[config.mk]
export PLATFORM = sky130hd
export DESIGN_NAME = bcd_add_sequencer
export DESIGN_NICKNAME = d
export VERILOG_FILES = /design/src/rtl/bcd_add_sequencer.sv
export SDC_FILE = /design/constraint.sdc
export NUM_CORES = 1
export LEC_CHECK = 0
export CORE_AREA = 5 5 90 109
export CTS_CLUSTER_DIAMETER = 30
export DETAILED_ROUTE_END_ITERATION = 7
export DIE_AREA = 0 0 95 114
export HOLD_SLACK_MARGIN = 0.08
export PLACE_DENSITY_LB_ADDON = 0.15
export SLEW_MARGIN = 20
export SYNTH_ARGS = -nofsm -noshare
export SYNTH_HDL_FRONTEND = slang
export SYNTH_SLANG_ARGS = --single-unit
[constraint.sdc]
create_clock -name clk -period 4.56 [get_ports clk]
set_input_delay 0.912 -clock clk [delete_from_list [all_inputs] [get_ports clk]]
set_output_delay 0.912 -clock clk [all_outputs]
set_load 0.02 [all_outputs]
[src/rtl/bcd_add_sequencer.sv]
// Feeds BCD operand digits, least significant first, to an external serial BCD adder and assembles the sum.
// Optional operand validation is enabled by defining BCD_SEQ_CHECK_EN.
module bcd_add_sequencer #(
    parameter int DIGITS = 4
) (
    input  logic                      clk,
    input  logic                      rstn,
    input  logic                      in_valid,
    output logic                      in_ready,
    input  logic [4*DIGITS-1:0]       op_a,
    input  logic [4*DIGITS-1:0]       op_b,
    output logic [3:0]                dig_a,
    output logic [3:0]                dig_b,
    output logic                      add_start,
    output logic                      add_done,
    input  logic [3:0]                add_sum,
    output logic                      out_valid,
    input  logic                      out_ready,
    output logic [4*(DIGITS+1)-1:0]   result,
    output logic                      err
);

    typedef enum logic [2:0] {IDLE, RUN, CARRY, FLUSH, RESP} state_t;

    state_t                     state_q, state_d;
    logic [3:0]                 idx_q, idx_d;
    logic [4*DIGITS-1:0]        a_q, a_d, b_q, b_d;
    logic [4*(DIGITS+1)-1:0]    result_q, result_d;
    logic                       err_q, err_d;
    logic                       bad_ops;

`ifdef BCD_SEQ_CHECK_EN
    logic [2*DIGITS-1:0] nib_bad;
    generate
        for (genvar gi = 0; gi < DIGITS; gi++) begin : g_chk
            assign nib_bad[2*gi]   = (op_a[4*gi +: 4] > 4'd9);
            assign nib_bad[2*gi+1] = (op_b[4*gi +: 4] > 4'd9);
        end
    endgenerate
    assign bad_ops = |nib_bad;
`else
    assign bad_ops = 1'b0;
`endif

    always_ff @(posedge clk or negedge rstn) begin
        if (!rstn) begin
            state_q  <= IDLE;
            idx_q    <= '0;
            a_q      <= '0;
            b_q      <= '0;
            result_q <= '0;
            err_q    <= 1'b0;
        end else begin
            state_q  <= state_d;
            idx_q    <= idx_d;
            a_q      <= a_d;
            b_q      <= b_d;
            result_q <= result_d;
            err_q    <= err_d;
        end
    end

    always_comb begin
        state_d   = state_q;
        idx_d     = idx_q;
        a_d       = a_q;
        b_d       = b_q;
        result_d  = result_q;
        err_d     = err_q;
        in_ready  = 1'b0;
        dig_a     = 4'd0;
        dig_b     = 4'd0;
        add_start = 1'b0;
        add_done  = 1'b0;
        out_valid = 1'b0;
        case (state_q)
            IDLE: begin
                in_ready = 1'b1;
                if (in_valid) begin
                    a_d      = op_a;
                    b_d      = op_b;
                    result_d = '0;
                    idx_d    = '0;
                    // Invalid operands skip the adder entirely and report at once
                    if (bad_ops) begin
                        err_d   = 1'b1;
                        state_d = RESP;
                    end else begin
                        err_d   = 1'b0;
                        state_d = RUN;
                    end
                end
            end
            RUN: begin
                dig_a     = a_q[idx_q*4 +: 4];
                dig_b     = b_q[idx_q*4 +: 4];
                add_start = (idx_q == 4'd0);
                result_d[idx_q*4 +: 4] = add_sum;
                if (idx_q == 4'(DIGITS-1)) begin
                    idx_d   = '0;
                    state_d = CARRY;
                end else begin
                    idx_d = idx_q + 4'd1;
                end
            end
            CARRY: begin
                // Zero digits let the adder emit its pending carry as the top digit
                result_d[4*DIGITS +: 4] = add_sum;
                state_d = FLUSH;
            end
            FLUSH: begin
                add_done = 1'b1;
                state_d  = RESP;
            end
            RESP: begin
                out_valid = 1'b1;
                if (out_ready) begin
                    err_d   = 1'b0;
                    state_d = IDLE;
                end
            end
            default: state_d = IDLE;
        endcase
    end

    assign result = result_q;
    assign err    = err_q;

endmodule

==> impl_results.md <==
- Worst hold path type: reg2reg
- Slew margin rel.: 31.5%
- Cells after Synth: 238
- Via/cell ratio: roughly 4.8
- Post_cts resized: 0
- Routed len/inst: around 15 um
- WL final: approximately 6.7 mm
- Compound-Gate Fraction of Synth Area: a little under 8%
- Vias in the first global route: ~2200
- Status: finished clean
- Antenna violations before repair: 0
- Fin crit share: about 80%
- # setup viols final: 0
- Syn_nets: around 280
- Final Hold Viols: 0
- HPWL Detailed: about 4.7 mm
- CP startpoint kind: flip-flop
- Htree depth: 3
- Row cnt: 38
- Num CTS Buffers: 9
- Clock Latency Late Sink: ~340 ps
- Pwr dens: 644 nW/um^2
- Yosys warns: 0
- Cells after DPL: 418
- Max Clk Rate: 0.274 GHz
- Diodes inserted: 0
- Aggregate global routing overflow: 0
- Largest net degree at the start of global routing: 34
- Min Clock Period, post-route: 3650 ps
- RSZ-0062 raised after global routing: no
- Post-synthesis adder-cell area fraction: 1.29%
- Crit Path Category: reg2out
- Overall routing resource usage: between 10% and 20%
- Worst-Margin Slew: just over 1000 ps
- Starting density of the core: 33.4%
- Main combinational cell family by area after synthesis: multiplexers
- DRT Pass-1 Iters: 4
- CP max FO: 15
- Post-synth top area share: 50.6%
- Io pins: 73
- Area grow syn2layout: 35.5%
- Non-filler cells, final: 434
- Root Buffer: clkbuf_8
- Setup Skew: between 8 and 9 ps
- CTS tree: yes
- Synth Area per Inst: 12.3 um^2
- Seq cells post-synth: 59
- Post CTS Setup Buffer Count: 0
- Share of cells above drive strength 1: 20.4%
- CTS clk-pin slew, worst paths: 60 ps
- Core area: 8750 um^2
- Residual DRC count: 0
- Routed vias: 2070
- Commonest non-fill, non-tap cell in the layout: clkdlybuf4s50_1
- Buffers on Ports: between 70 and 80
- Area of the die: 10800 um^2
- Post-synth top area cell: dfrtp_1
- Pins Over Slew Limit: 0
- CP endpoint kind: output port
- Die Y: 114 um
- Antenna-violating nets left: 0
- Post-Synth XOR/XNOR Area: 0.600%
- Die W: around 95 um
- Commonest cells after routing, fill and taps aside: clkdlybuf4s50_1 (70), dfrtp_1 (59), nand2_1 (32)
- WP data required: 3650 ps
- Synth Area in Simple Gates: approximately an eighth
- Mapped Area: 2920 um^2
- Peak VDD IR: 0.248 mV
- Multiplexer share of the synthesized area: 24.0%
- First-pass GRT wire length: roughly 11 mm
- Final TNS setup: 0 ps
- Post-synthesis sequential area ratio: 50.6%
- LEAKAGE: 1.78 nW
- Clock sink count: slightly below 60
- Max_cap viols: 0
- WP data arrival: 2740 ps
- First DRT Iteration DRCs: 47
- Hold_buf cts: 0
- Largest cells by area after synthesis: dfrtp_1 (51%), mux2_2 (11%), mux4_2 (6.2%), mux2i_1 (5.5%), nand2_1 (4.2%)
- Deepest clock path buffer count: 2
- Layout Nets: 352
- Final RePlAce weighted congestion: 0.771
- Synth cell types: 39
- Fill cells: 891
worst paths after layout:
check	to	cells after the start	startpoint	slack, ps
hold / removal	a_q[12]$_DFFE_PN0P_	1	a_q[12]$_DFFE_PN0P_	490
min in group asynchronous	result[2]$_DFFE_PN0P_	1	rstn	600
setup / recovery	add_start	3	state_q[0]$_DFFE_PN0P_	910
hold reg to reg	a_q[12]$_DFFE_PN0P_	1	a_q[12]$_DFFE_PN0P_	490
setup reg to reg	result[19]$_DFFE_PN0P_	6	idx_q[0]$_DFFE_PN0P_	1770
max in group asynchronous	a_q[13]$_DFFE_PN0P_	2	rstn	3090
worst max-delay path, cell delays in order, from the launching register on:
cell	delay, ps
dfrtp_1	560
nor3b_2	900
and3_1	330
clkdlybuf4s50_1	630
kinds of logic after synthesis:
family                     after synthesis
muxes                                   56
DFF                                     59
other                                    1
AOI/OAI and AO/OA                       27
adders and majority gates                3
buffers and inverters                   22
and+or+nand+nor                         68
xor gates and xnor gates                 2
routing by layer:
metal,global-route usage (%),share of wire (%),up-vias
li1,-,-,986
met3,4.02,6.4,11
met4,6.93,2.1,0
met2,20.0,46,64
met5,0,0,-
met1,17.7,46,1009
stage by stage:
| step | power, mW | area [um^2] | hold slack (ps) | setup WS (ps) | util [%] |
|---|---|---|---|---|---|
| 6_report | 2.55 | 3960 | 488 | 909 | 45.2 |
| 5_1_grt | 2.73 | 3960 | 520 | 700 | 45.2 |
| 4_1_cts | 2.59 | 3960 | 495 | 856 | 45.2 |
| 3_5_place_dp | 2.04 | 3730 | 480 | 1270 | 42.6 |
| 3_3_place_gp | 2.02 | 3730 | 479 | 1320 | 42.6 |
| 2_1_floorplan | 1.66 | 2920 | 459 | 2190 | - |
power by group:
group | internal [mW] | switching, mW
logic | 0.601 | 0.497
registers | 0.727 | 0.186
clock network | 0.322 | 0.215
total | 1.65 | 0.897
synth_stat cells:
master and count:
and2b_1 1, buf_6 1, a21oi_1 3, o211ai_1 2, nand2_1 33, nor3b_1 2, and3b_1 1, nor4_1 1
buf_4 1, nand3_1 3, o21ai_0 4, mux2_1 4, a21o_1 3, nand2b_1 3, mux4_2 8, dfrtp_1 59
a221o_1 2, mux2_2 28, nand3_2 2, and3_1 9, buf_2 5, nor3b_2 1, o21a_1 4, inv_1 8
xor2_1 2, conb_1 1, nor3_1 3, a22o_1 1, a2111oi_4 2, or3_1 1, nand3b_2 1, ha_1 3
o21bai_1 1, or3b_4 1, nor2_1 5, clkbuf_1 7, mux2i_1 16, o31ai_1 5, or2_1 1
flip-flops by register name, indices dropped and copies added, names as in the netlist:
| register | count |
|---|---|
| state_q | 3 |
| idx_q | 4 |
| b_q | 16 |
| result | 20 |
| a_q | 16 |
final cells by class:
class / count / area (um^2) / area share, %
Clock buffer: 10 / 138 / 3.48
Clock inverter: 6 / 88.8 / 2.24
Inverter: 8 / 30.0 / 0.759
Multi-Input combinational cell: 157 / 1350 / 34.0
Sequential cell: 59 / 1480 / 37.3
Tap cell: 120 / 150 / 3.79
Timing Repair Buffer: 74 / 728 / 18.4
(Power assumes the default switching activity.)
